$ cat config.mk
export PLATFORM = sky130hd
export DESIGN_NAME = flag_sequencer
export DESIGN_NICKNAME = d
export VERILOG_FILES = /design/src/rtl/flag_sequencer.sv
export SDC_FILE = /design/constraint.sdc
export NUM_CORES = 1
export LEC_CHECK = 0
export CAP_MARGIN = 20
export CORE_UTILIZATION = 30
export CTS_BUF_LIST = sky130_fd_sc_hd__clkbuf_8
export DETAILED_ROUTE_END_ITERATION = 7
export SYNTH_ARGS = -nofsm -noshare
export SYNTH_HDL_FRONTEND = slang
export SYNTH_SLANG_ARGS = --single-unit
$ cat constraint.sdc
create_clock -name clock -period 4.3 [get_ports clock]
set_input_delay 0.43 -clock clock [delete_from_list [all_inputs] [get_ports clock]]
set_output_delay 0.43 -clock clock [all_outputs]
set_load 0.05 [all_outputs]
$ cat src/rtl/flag_sequencer.sv
// Flag-register sequencer: maps instruction flag classes to update selects and
// saves/restores {N,Z,C,V,M} on a small LIFO around software interrupts and returns.
module flag_sequencer #(
    parameter int DEPTH = 4,
    parameter int PW    = 3
) (
    input  logic                     clock,
    input  logic                     reset,
    input  logic                     stall,
    input  logic                     instr_valid,
    input  logic [2:0]               flag_op,
    input  logic                     swi_req,
    input  logic                     ret_req,
    input  logic [4:0]               cur_flags,
    output logic [PW-1:0]            update_mode,
    output logic                     spec_enable,
    output logic                     restore_valid,
    output logic [4:0]               restore_flags,
    output logic                     exc_ack,
    output logic                     ret_ack,
    output logic                     ret_err,
    output logic [$clog2(DEPTH):0]   depth,
    output logic                     fault
);

    localparam int AW = $clog2(DEPTH);
    localparam logic [AW:0]   DEPTH_FULL  = (AW+1)'(DEPTH);
    localparam logic [PW-1:0] MODE_NONE   = '0;
    localparam logic [PW-1:0] MODE_TOGGLE = PW'(3'd5);

    typedef enum logic [2:0] {
        RUN     = 3'd0,
        SAVE    = 3'd1,
        TOGGLE  = 3'd2,
        RESTORE = 3'd3,
        FAULT   = 3'd4
    } state_e;

    state_e          state_q;
    logic [PW-1:0]   update_mode_q;
    logic            spec_enable_q;
    logic            restore_valid_q;
    logic [4:0]      restore_flags_q;
    logic            exc_ack_q;
    logic            ret_ack_q;
    logic            ret_err_q;
    logic [AW:0]     depth_q;
    logic            fault_q;
    logic [AW-1:0]   wr_ptr_q;

    logic [AW-1:0]   wr_ptr_inc_d;
    logic [AW-1:0]   top_ptr_d;
    logic [PW-1:0]   op_mode_d;
    logic            stack_full;
    logic            stack_empty;

    logic [4:0]      stack_mem [DEPTH];

    // Pointers wrap naturally modulo DEPTH; occupancy alone tells full from empty.
    assign wr_ptr_inc_d = wr_ptr_q + AW'(1);
    assign top_ptr_d    = wr_ptr_q - AW'(1);
    assign stack_full   = (depth_q == DEPTH_FULL);
    assign stack_empty  = (depth_q == '0);

    always_comb begin
        op_mode_d = MODE_NONE;
        case (flag_op)
            3'd1, 3'd2, 3'd3, 3'd4: op_mode_d = PW'(flag_op);
            default:                op_mode_d = MODE_NONE;
        endcase
    end

    always_ff @(posedge clock) begin
        if (state_q == SAVE) begin
            stack_mem[wr_ptr_q] <= cur_flags;
        end
    end

    always_ff @(posedge clock or negedge reset) begin
        if (!reset) begin
            state_q         <= RUN;
            update_mode_q   <= MODE_NONE;
            spec_enable_q   <= 1'b1;
            restore_valid_q <= 1'b0;
            restore_flags_q <= '0;
            exc_ack_q       <= 1'b0;
            ret_ack_q       <= 1'b0;
            ret_err_q       <= 1'b0;
            depth_q         <= '0;
            fault_q         <= 1'b0;
            wr_ptr_q        <= '0;
        end else begin
            update_mode_q   <= MODE_NONE;
            restore_valid_q <= 1'b0;
            exc_ack_q       <= 1'b0;
            ret_ack_q       <= 1'b0;
            ret_err_q       <= 1'b0;
            case (state_q)
                RUN: begin
                    if (!stall) begin
                        if (swi_req) begin
                            if (stack_full) begin
                                state_q       <= FAULT;
                                fault_q       <= 1'b1;
                                spec_enable_q <= 1'b0;
                            end else begin
                                state_q <= SAVE;
                            end
                        end else if (ret_req) begin
                            if (stack_empty) begin
                                ret_err_q <= 1'b1;
                            end else begin
                                // Pop on entry so the strobes are visible while in RESTORE,
                                // letting the requester drop ret_req before RUN resamples it.
                                state_q         <= RESTORE;
                                restore_flags_q <= stack_mem[top_ptr_d];
                                restore_valid_q <= 1'b1;
                                ret_ack_q       <= 1'b1;
                                wr_ptr_q        <= top_ptr_d;
                                depth_q         <= depth_q - (AW+1)'(1);
                            end
                        end else if (instr_valid) begin
                            update_mode_q <= op_mode_d;
                        end
                    end
                end
                SAVE: begin
                    wr_ptr_q      <= wr_ptr_inc_d;
                    depth_q       <= depth_q + (AW+1)'(1);
                    update_mode_q <= MODE_TOGGLE;
                    exc_ack_q     <= 1'b1;
                    state_q       <= TOGGLE;
                end
                TOGGLE:  state_q <= RUN;
                RESTORE: state_q <= RUN;
                FAULT:   state_q <= FAULT;
                default: state_q <= RUN;
            endcase
        end
    end

    assign update_mode   = update_mode_q;
    assign spec_enable   = spec_enable_q;
    assign restore_valid = restore_valid_q;
    assign restore_flags = restore_flags_q;
    assign exc_ack       = exc_ack_q;
    assign ret_ack       = ret_ack_q;
    assign ret_err       = ret_err_q;
    assign depth         = depth_q;
    assign fault         = fault_q;

endmodule
Word level (Yosys, flattened, before mapping)

Memory sizes are Yosys's and may differ from the RTL's. A register that Yosys moved wholly into a read port is not among the register bits.
Cells that the tools add are included.

Output and inout port bits: 17
Bits of input ports: 14
Memory bits (writable): 20
Register bits: 16
Memories kept: 1

Memories:

| name      | depth | bits a word | rd ports | clocked after Yosys merged registers in | write ports | RTL line | RTL |
|---|---|---|---|---|---|---|---|
| stack_mem | 4     | 5           | 1        | 1                                       | 1           | 57       | `logic [4:0] stack_mem [DEPTH];` |

Reduce and logical (&&, ||, !) cells: 9
Equal/unequal tests: 13
Mux-type cells: 34
Add/subtract/negate cells: 4
Bitwise gates (word level): 3

Operator list:

| cell                  | number |
|---|---|
| $mux W3               | 14 |
| $mux W1               | 12 |
| $pmux W3 S2           | 2 |
| $reduce_and A5 Y1     | 2 |
| $eq A3 B3 Y1 const B  | 3 |
| $pmux W3 S3           | 1 |
| $mux W2               | 4 |
| $ne A2 B2 Y1 const B  | 4 |
| $eq A3 B1 Y1 const B  | 2 |
| $eq A3 B2 Y1 const B  | 2 |
| $logic_not A3 Y1      | 2 |
| $ne A3 B3 Y1 const B  | 2 |
| $pmux W2 S2           | 1 |
| $reduce_and A4 Y1     | 1 |
| $reduce_or A4 Y1      | 1 |
| $add A3 B1 Y3 const B | 1 |
| $not A1 Y1            | 3 |
| $reduce_and A3 Y1     | 1 |
| $sub A3 B1 Y3 const B | 1 |
| $add A2 B1 Y2 const B | 1 |
| $reduce_bool A2 Y1    | 1 |
| $sub A2 B1 Y2 const B | 1 |
| $logic_not A1 Y1      | 1 |

Longest topological paths before layout

Gate-level depths: netlist (run 1).

Depth after elaboration: 8
Depth in mapped cells: 7
Mapped depth without buffers: 6

Worst setup path before layout (run 1)

No wires, ideal clock.

Path type: reg-to-reg
From: register state_q[2]
To: register depth_q[2], in the netlist depth[2]
Path buffers: 1
Clock period less this slack: 1.896 ns
Setup slack: 2.404 ns
Arrival time: 1.758 ns
Library setup time: 0.138 ns
Stages on the path, launching flop included: 8
Cells stage by stage: dfrtp_1 > clkbuf_1 > nor2_1 > nand2_1 > fa_1 > xor2_1 > mux2i_1 > o2111ai_1

Longest elaborated chain between the ends: 3

Ends and longest elaborated chain:

| item                                                                | RTL line | RTL |
|---|---|---|
| from (decl)                                                         | 39       | `state_e state_q;` |
| from (signal assigned)                                              | 81       | `state_q <= RUN;` |
| from (signal assigned)                                              | 103      | `state_q <= FAULT;` |
| from (signal assigned)                                              | 107      | `state_q <= SAVE;` |
| $eq A3 B1 Y1 / $logic_not A3 Y1 (equally long branches)             | 98       | `case (state_q)` |
| $reduce_bool A2 Y1 (no line) / $ne A2 B2 Y1 (equally long branches) | --       |  |
| $reduce_and A5 Y1 (no line)                                         | --       |  |
| to (signal assigned)                                                | 120      | `depth_q <= depth_q - (AW+1)'(1);` |
| to (signal assigned)                                                | 129      | `depth_q <= depth_q + (AW+1)'(1);` |
| to (decl)                                                           | 47       | `logic [AW:0] depth_q;` |

Several ways; a longest one is shown, not always the timed one.
A chain may end at the register's enable or synchronous reset.

Worst setup path after layout (run 1)

Ends and elaborated chain as after synthesis.

==> metrics, run 1 <==
share of post-route cells with drive strength above 1 13.84%; syn nets 146; # setup viols final 0; GRT Total Usage between 10% and 20%; # clock sinks 41; ANT nets after route 0; Fmax 466.2 MHz; CTS Buf Count 5; max cap viols 0; Crit Path Max Fanout 11; RSZ-0062 raised after global routing no; Routed WL 3.327 mm; number of gates resized after cts 0; Multi-input gate area 604.3 um^2; Layout Cells excl Fill 231; clk buf depth 2; Post-synth EDFFs 20; hold buffers post-CTS 0; Syn Area/Cell 14.11 um^2; initial antenna violation count 0; die width approximately 79 um; ys async rst share 51.22%; FF-to-FF setup slack 2160 ps; Tcrit/Tclk final 49.88%; Top FF cell, synth edfxtp_1; Die ar. 6285 um^2; cell family with most CP delay simple AND/OR/NAND/NOR gates; Placer Congestion 0.7276; CTS tree built; H-tree levels 2; P&R area growth vs syn 25.35%; top cell type's share of synthesized area 33.52%; CP max-delay cell dfrtp_1; total grt overflow 0; clock period minus worst slack between 2000 and 2500 ps; Post-CTS Setup Bufs 0; Clk Latency, worst-skew pair 300 ps; Area contributors post-synth edfxtp_1, dfrtp_1, mux4_2, mux2_2, ha_1; YS warnings 0; ant diodes 0; post-synthesis cell type count 40; largest net degree at the start of global routing 22; Max stage delay on crit path 520 ps; first-pass GRT wire length roughly 5.5 mm; Lkg Pwr between 0.8 and 0.9 nW; CP Cell Sequence nor2_1 -> nand2_1 -> fa_1 -> nor4bb_1 -> mux2i_1 -> o2111ai_1; post-synthesis sequential area ratio ~63%; initial core utilization between 30% and 40%; # IOs 31; CP Launch Type flip-flop; WS Path Type reg -> reg; Remaining DRCs 0; gate count of the mapped netlist approximately 130; Worst-Margin Slew around 940 ps; skew final 8.126 ps; crit end category flip-flop; DRT Pass-1 Iters 4; I/O Buffers 30; wire per inst ~14 um; via count 1,158; CTS clk-pin slew, worst paths around 80 ps; core area 5642 um^2; VDD IR-drop max approximately 0.25 mV; register area 1127 um^2; worst min-delay path category reg -> reg; final hold slack around 480 ps; status finished, final reports clean; endpoints failing hold 0; power density over cell area 687.3 nW/um^2; area of the mapped netlist 1792 um^2; vias per cell 5.013; Slew Limit Fails 0; largest area contributor in the netlist edfxtp_1; Buf/Inv on CP 0; arrival time worst endpoint 2310 ps; Setup TNS 0 ps; dpl hpwl between 2 and 2.5 mm; vias in the first global route 1,153; headroom to the max-slew limit 37.01%; post-synthesis register bit count 41; Final #Nets 177; Worst EP required 4460 ps; Cell Rows 27; Placed Cells 223; DIE HEIGHT 79.28 um; 1st-iter DRT viols 63; Clock Tree Root clkbuf_8; Fillers 519
==> layout make-up <==
cell class                 instances  share of cell area, %
multi-input combinational         73                  26.91
tap                               72                  4.011
sequential                        41                  50.20
clock buffer                       5                  3.064
timing repair buffer              30                  13.37
clock inverter                     3                  1.281
inverter                           7                  1.170
==> sequential cells by signal, indices dropped and copies added (netlist names), 2 cells and up <==
register	flops
stack_mem	20
restore_flags	5
depth	3
state_q	3
update_mode	3
wr_ptr_q	2
==> worst register-to-register path, stage by stage, from the launching register on <==
cell and delay [ps]:
dfrtp_1 520, nor2_1 380, nand2_1 210, fa_1 470, nor4bb_1 160, mux2i_1 150
o2111ai_1 130
==> synth_stat cells (all sizes together) (2+ instances only) <==
master,instances
nor4,2
mux2,5
nand2,6
nor2,7
o21a,2
inv,7
or3,2
and2,5
nand3,3
o21ai,4
ha,4
buf,2
nor3b,2
clkbuf,4
dfrtp,20
edfxtp,20
mux4,5
nor3,5
nand4,3
==> layer usage <==
layer | vias up | share of wire (%) | GRT usage, %
met4 | 0 | 1.3 | 4.909
met1 | 576 | 44 | 15.03
met2 | 44 | 49 | 19.14
li1 | 534 | - | -
met3 | 4 | 6.0 | 3.333
met5 | - | 0 | 0
==> path summary, 6_finish.rpt <==
path / to / from / depth (start not counted)
min in group asynchronous: ret_ack$_DFF_PN0_ / reset / 1
hold / removal: fault$_DFFE_PN0P_ / fault$_DFFE_PN0P_ / 1
hold reg to reg: fault$_DFFE_PN0P_ / fault$_DFFE_PN0P_ / 1
setup / recovery: depth[2]$_DFFE_PN0P_ / state_q[2]$_DFFE_PN0P_ / 6
max in group asynchronous: state_q[1]$_DFFE_PN0P_ / reset / 1
setup reg to reg: depth[2]$_DFFE_PN0P_ / state_q[2]$_DFFE_PN0P_ / 6
==> logic make-up after synthesis <==
kind of cell | count (synthesis) | synth area share (%)
flip-flops | 41 | 62.92
adder cells (fa/ha/maj) | 5 | 3.911
buffers and inverters | 13 | 3.352
AO/OA/AOI/OAI | 16 | 6.286
multiplexers | 11 | 9.986
AND/OR/NAND/NOR | 40 | 13.06
XOR/XNOR | 1 | 0.4889
==> placed cells by master, fill, tap and decap left out, types with 2 or more instances in the layout <==
| cell type | synthesis | final |
|---|---|---|
| clkdlybuf4s50_1 | 0 | 30 |
| dfrtp_1 | 20 | 20 |
| edfxtp_1 | 20 | 20 |
| nor2_1 | 7 | 7 |
| inv_1 | 7 | 7 |
| nand2_1 | 6 | 6 |
| and2_1 | 5 | 5 |
| mux4_2 | 5 | 5 |
| mux2_2 | 5 | 5 |
| clkbuf_8 | 0 | 5 |
| nor3_1 | 4 | 4 |
| o21ai_0 | 4 | 4 |
| ha_1 | 4 | 4 |
| nand3_1 | 3 | 3 |
| nand4_1 | 3 | 3 |
| nor4_1 | 2 | 2 |
| nor3b_1 | 2 | 2 |
| or3_1 | 2 | 2 |
| o21a_1 | 2 | 2 |
| inv_6 | 0 | 2 |
==> where the power goes <==
group          leakage [nW]  switching (mW)  total [mW]  internal (mW)
sequential            0.438           0.108       0.612          0.504
combinational         0.361           0.385       0.662          0.277
clock                0.0511           0.148       0.270          0.122
==> stage by stage <==
step | total power [mW] | setup WS [ps] | utilization (%) | cell area (um^2)
4_1_cts | 1.557 | 2173 | 39.81 | 2246
5_1_grt | 1.648 | 1986 | 39.81 | 2246
2_1_floorplan | 1.088 | 2404 | - | 1792
3_3_place_gp | 1.266 | 2017 | 38.08 | 2148
3_5_place_dp | 1.287 | 1988 | 38.08 | 2148
6_report | 1.544 | 2155 | 39.81 | 2246
Power figures use the tool's default switching activity.
==> run 2, diff against run 1 <==
==> constraint.sdc (replaced) <==
create_clock -name clock -period 1.92 [get_ports clock]
set_input_delay 0.192 -clock clock [delete_from_list [all_inputs] [get_ports clock]]
set_output_delay 0.192 -clock clock [all_outputs]
set_load 0.05 [all_outputs]
==> run 2 against run 1 <==
Power rose by 140%. Critical path depth fell by 3. Routed wire length rose by 4.6%. Sequential share of layout area fell by 2.1 points. Final cell count rose by 4.8%. Count of clock-buffer cells in the layout did not move. Sequential power rose by 110%.
==> metrics, run 2 (synthesized netlist as in run 1, its figures left out) <==
# setup viols final 0 (unchanged); crit end category flip-flop (unchanged); vias per cell 4.884 (was 5.013); total grt overflow 0 (unchanged); Clk Latency, worst-skew pair 300 ps (about the same); sw frac 39.13% (was 41.51%); CTS Buf Count 5 (unchanged); commonest non-fill, non-tap cell in the layout clkdlybuf4s50_1 (unchanged); DIE HEIGHT 79.28 um (unchanged); r2r worst-path depth 3 (was 6); die width 79.28 um (unchanged); Placer Congestion 0.7857 (was 0.7276); 1st-iter DRT viols 45 (was 63); Placement Cell Area 2231 um^2 (was 2148 um^2); # clock sinks 41 (unchanged); VDD IR-drop max 0.7146 mV (was 0.2500 mV); wire per inst 14.38 um (was 14.40 um); status finished, final reports clean (unchanged); Clock Tree Root clkbuf_8 (unchanged); skew final 8.903 ps (was 8.126 ps); first-pass GRT wire length 5.678 mm (was 5.547 mm); power density over cell area 1554 nW/um^2 (was 687.3 nW/um^2); Worst-Margin Slew 520.4 ps (was 941.9 ps); Cell Rows 27 (unchanged); ANT nets after route 0 (unchanged); most frequent cells in the layout clkdlybuf4s50_1, dfrtp_1, edfxtp_1, buf_4, inv_1 (was clkdlybuf4s50_1, dfrtp_1, edfxtp_1, nor2_1, inv_1); CTS clk-pin slew, worst paths 80 ps (about the same); via count 1,182 (was 1,158); RSZ-0062 raised after global routing no (unchanged); largest net degree at the start of global routing 14 (was 22); share of post-route cells with drive strength above 1 18.82% (was 13.84%); initial antenna violation count 0 (unchanged); number of gates resized after cts 0 (unchanged); worst min-delay path category in -> async (was reg -> reg); Final #Nets 188 (was 177); DRT Pass-1 Iters 4 (unchanged); overall power 3.641 mW (was 1.544 mW); Routed WL 3.481 mm (was 3.327 mm); vias in the first global route 1,194 (was 1,153); WS Path Type reg -> reg (unchanged); FF-to-FF setup slack 100 ps (was 2160 ps); Setup TNS 0 ps (unchanged); Tcrit/Tclk final 94.53% (was 49.88%); headroom to the max-slew limit 65.20% (was 37.01%); Final Util 41.52% (was 39.81%); Clk pwr share 18.9% (was 17.5%); Remaining DRCs 0 (unchanged); Placed Cells 234 (was 223); largest reg by FF count stack_mem (unchanged); sequential share of power 35.3% (was 39.6%); clock period minus worst slack 1815 ps (was 2145 ps); Largest register FFs 20 (unchanged); H-tree levels 2 (unchanged); endpoints failing hold 0 (unchanged); Final Cell Area 2342 um^2 (was 2246 um^2); Crit Path Max Fanout 7 (was 11); CTS tree built (unchanged); Fmax 550.9 MHz (was 466.2 MHz); logic gate share of total power 45.9% (was 42.9%); clk buf depth 2 (unchanged); Layout Cells excl Fill 242 (was 231); CP Launch Type flip-flop (unchanged); initial core utilization 31.76% (unchanged); Worst EP required 2100 ps (was 4460 ps); # IOs 31 (unchanged); Switch Pwr 1.425 mW (was 0.6408 mW); core area 5642 um^2 (unchanged); I/O Buffers 30 (unchanged); P_int 2.216 mW (was 0.9028 mW); Die ar. 6285 um^2 (unchanged); P&R area growth vs syn 30.73% (was 25.35%); ant diodes 0 (unchanged); arrival time worst endpoint 2000 ps (was 2310 ps); max cap viols 0 (unchanged); Slew Limit Fails 0 (unchanged); dpl hpwl 2.589 mm (was 2.387 mm); GRT Total Usage 12.17% (was 11.91%); Lkg Pwr 0.9108 nW (was 0.8495 nW)
## run 2: critical path: stages, from the launching register on
cell and delay, ps:
dfrtp_1 470, or4_4 590, nor3_4 270, mux2_2 370
## run 2: area by class of cell
cell class              count  area [um^2]
inverters                   7        26.28
repair buffers             41        382.9
well taps                  72        90.09
flip-flops and latches     41         1127
clock inverters             3        42.54
multi-input cells          73        604.3
clock buffers               5        68.82
fillers                   506         3299
## run 2: per-stage QoR
stage	hold slack, ps	setup WS (ps)
after global placement	454.4	-68.97
after CTS	170.2	29.78
final	157.0	104.9
after detailed placement	459.5	-127.6
after global routing	188.8	8.147
after floorplan	-103.6	23.54
## run 2: what timing repair did
item | CTS | global route
hold buffers | 0 | 0
endpoints found under the setup margin | 0 | 5
buffers inserted | 0 | 0
## run 2: path summary, 6_finish.rpt
path	startpoint	end
setup / recovery	state_q[2]$_DFFE_PN0P_	restore_flags[3]$_DFFE_PN0P_
hold / removal	reset	restore_flags[0]$_DFFE_PN0P_
setup reg to reg	state_q[2]$_DFFE_PN0P_	restore_flags[3]$_DFFE_PN0P_
hold reg to reg	fault$_DFFE_PN0P_	fault$_DFFE_PN0P_
max in group asynchronous	reset	spec_enable$_DFFE_PN1P_
min in group clock	fault$_DFFE_PN0P_	fault$_DFFE_PN0P_
## run 2: per-layer routing
metal | up-vias | GRT usage [%] | routed length (um) | share of wire [%]
met5 | - | 0 | 0 | 0
li1 | 553 | - | - | -
met4 | 0 | 5.818 | 72 | 2.1
met1 | 584 | 14.86 | 1535 | 44
met2 | 39 | 20.26 | 1712 | 49
met3 | 6 | 2.759 | 161 | 4.6
## run 2: power by group through the flow
stage	registers [mW]	clock network [mW]	logic, mW
floorplan	1.65	0	0.786
global placement	1.29	0	1.65
detailed placement	1.30	0	1.68
CTS	1.29	0.700	1.69
global route	1.32	0.736	1.80
finish	1.28	0.687	1.67
==> run 3, diff against run 2 <==
--- a/config.mk
+++ b/config.mk
@@ -6,9 +6,10 @@
 export NUM_CORES = 1
 export LEC_CHECK = 0
 export CAP_MARGIN = 20
-export CORE_UTILIZATION = 30
+export CORE_UTILIZATION = 48
 export CTS_BUF_LIST = sky130_fd_sc_hd__clkbuf_8
 export DETAILED_ROUTE_END_ITERATION = 7
+export PLACE_DENSITY = 0.76
 export SYNTH_ARGS = -nofsm -noshare
 export SYNTH_HDL_FRONTEND = slang
 export SYNTH_SLANG_ARGS = --single-unit
==> constraint.sdc (replaced) <==
create_clock -name clock -period 1.92 [get_ports clock]
set_input_delay 0.192 -clock clock [delete_from_list [all_inputs] [get_ports clock]]
set_output_delay 0.192 -clock clock [all_outputs]
set_load 0.01 [all_outputs]
==> run 3 against run 2 <==
Non-clock buffer count decreased by 2. Utilization grew 25 points. Routed wire length down 0.40%. Combinational power decreased by 20%.
==> metrics, run 3 (synthesized netlist as in run 1, its figures left out) <==
1st-iter DRT viols 72 (was 45); VDD IR-drop max 0.7563 mV (was 0.7146 mV); number of gates resized after cts 0 (unchanged); initial core utilization 52.05% (was 31.76%); total grt overflow 0 (unchanged); Clock Tree Root clkbuf_8 (unchanged); GRT Total Usage 20.28% (was 12.17%); # clock sinks 41 (unchanged); # IOs 31 (unchanged); crit end category flip-flop (unchanged); skew final 6.972 ps (was 8.903 ps); DRT Pass-1 Iters 4 (unchanged); ANT nets after route 0 (unchanged); share of post-route cells with drive strength above 1 18.45% (was 18.82%); overall power 3.286 mW (was 3.641 mW); die width 63.10 um (was 79.28 um); dpl hpwl 2.510 mm (was 2.589 mm); start of the worst register-to-register path state_q[2]$_DFFE_PN0P_ (unchanged); Worst EP required 2100 ps (about the same); Fmax 561.4 MHz (was 550.9 MHz); Remaining DRCs 0 (unchanged); Clk Latency, worst-skew pair 300 ps (about the same); Largest register FFs 20 (unchanged); arrival time worst endpoint 1970 ps (was 2000 ps); CTS Buf Count 5 (unchanged); # setup viols final 0 (unchanged); Clk pwr share 21.0% (was 18.9%); status finished, final reports clean (unchanged); ant diodes 0 (unchanged); Crit Path Max Fanout 6 (was 7); P_int 2.211 mW (was 2.216 mW); CTS clk-pin slew, worst paths 80 ps (about the same); Slew Limit Fails 0 (unchanged); commonest non-fill, non-tap cell in the layout clkdlybuf4s50_1 (unchanged); CP Launch Type flip-flop (unchanged); Final Util 66.70% (was 41.52%); Placer Congestion 0.8446 (was 0.7857); headroom to the max-slew limit 67.53% (was 65.20%); Crit Reg-Reg Endpoint restore_flags[2]$_DFFE_PN0P_ (was restore_flags[3]$_DFFE_PN0P_); sequential share of power 38.6% (was 35.3%); Post-CTS Setup Bufs 0 (unchanged); dpl ws -108.0 ps (was -127.6 ps); RSZ-0062 raised after global routing no (unchanged); via count 1,150 (was 1,182); power density over cell area 1431 nW/um^2 (was 1554 nW/um^2); initial antenna violation count 0 (unchanged); endpoints failing hold 0 (unchanged); Routed WL 3.467 mm (was 3.481 mm); FF-to-FF setup slack 140 ps (was 100 ps); most frequent cells in the layout clkdlybuf4s50_1, dfrtp_1, edfxtp_1, buf_4 (was clkdlybuf4s50_1, dfrtp_1, edfxtp_1, buf_4, inv_1); worst min-delay path category in -> async (unchanged); Die ar. 3981 um^2 (was 6285 um^2); vias in the first global route 1,173 (was 1,194); Final WS setup 138.7 ps (was 104.9 ps); core area 3442 um^2 (was 5642 um^2); Layout Cells excl Fill 214 (was 242); H-tree levels 2 (unchanged); Placed Cells 206 (was 234); WS Path Type reg -> reg (unchanged); sw frac 32.72% (was 39.13%); max cap viols 0 (unchanged); r2r worst-path depth 3 (unchanged); clk buf depth 2 (unchanged); Final #Nets 186 (was 188); largest net degree at the start of global routing 22 (was 14); Worst-Margin Slew 482.6 ps (was 520.4 ps); logic gate share of total power 40.4% (was 45.9%); vias per cell 5.374 (was 4.884); P&R area growth vs syn 28.14% (was 30.73%); wire per inst 16.20 um (was 14.38 um); Switch Pwr 1.075 mW (was 1.425 mW); Setup TNS 0 ps (unchanged); clock period minus worst slack 1781 ps (was 1815 ps); DIE HEIGHT 63.10 um (was 79.28 um); Cell Rows 21 (was 27); Lkg Pwr 0.8928 nW (was 0.9108 nW); CTS tree built (unchanged); largest reg by FF count stack_mem (unchanged); I/O Buffers 30 (unchanged); Tcrit/Tclk final 92.78% (was 94.53%); hold buffers post-CTS 0 (unchanged); first-pass GRT wire length 5.830 mm (was 5.678 mm)
[run 3: changes by cell type in the layout (fill, tap and decap cells not counted), sizes merged]
cell	before	now
clkinvlp	0	1
buf	11	9
inv	8	7
[run 3: through the flow]
step                hold slack (ps)  area [um^2]
global placement              448.3         2183
CTS                           243.5         2293
global route                  272.3         2296
finish                        239.7         2296
floorplan                    -103.6         1792
detailed placement            477.0         2183
[run 3: how the worst max path moves through the flow]
stage                                 startpoint                           end  cells after the start
final                     state_q[2]$_DFFE_PN0P_  restore_flags[2]$_DFFE_PN0P_                      3
after global routing      state_q[2]$_DFFE_PN0P_          depth[2]$_DFFE_PN0P_                      6
after CTS                 state_q[2]$_DFFE_PN0P_  restore_flags[2]$_DFFE_PN0P_                      3
after detailed placement                   stall  restore_flags[1]$_DFFE_PN0P_                      4
after global placement                     stall  restore_flags[1]$_DFFE_PN0P_                      4
after floorplan           state_q[2]$_DFFE_PN0P_          depth[2]$_DFFE_PN0P_                      7
[run 3: final cells by class]
class / instances / area (um^2)
Fill cell: 249 / 1146
Clock buffer: 5 / 68.82
Inverter: 7 / 26.28
Sequential cell: 41 / 1127
Timing Repair Buffer: 39 / 367.9
Tap cell: 46 / 57.56
Multi-Input combinational cell: 73 / 606.8
Clock inverter: 3 / 41.29
[run 3: routing by layer]
metal | vias up | GRT usage, % | part of all wire, %
li1 | 548 | - | -
met1 | 554 | 25.34 | 42
met2 | 40 | 31.72 | 50
met3 | 8 | 5.797 | 5.2
met4 | 0 | 11.05 | 2.9
met5 | - | 0 | 0
[run 3: power by group through the flow]
stage	combinational, mW	clock [mW]	sequential (mW)
floorplan	0.778	0	1.31
global placement	1.27	0	1.27
detailed placement	1.33	0	1.29
CTS	1.34	0.695	1.27
global route	1.46	0.734	1.30
finish	1.33	0.689	1.27
[run 3: worst max-delay path, cell delays in order (launching register included)]
cell and delay [ps]:
dfrtp_1 430, or4_4 570, nor3_4 280, mux2_2 380
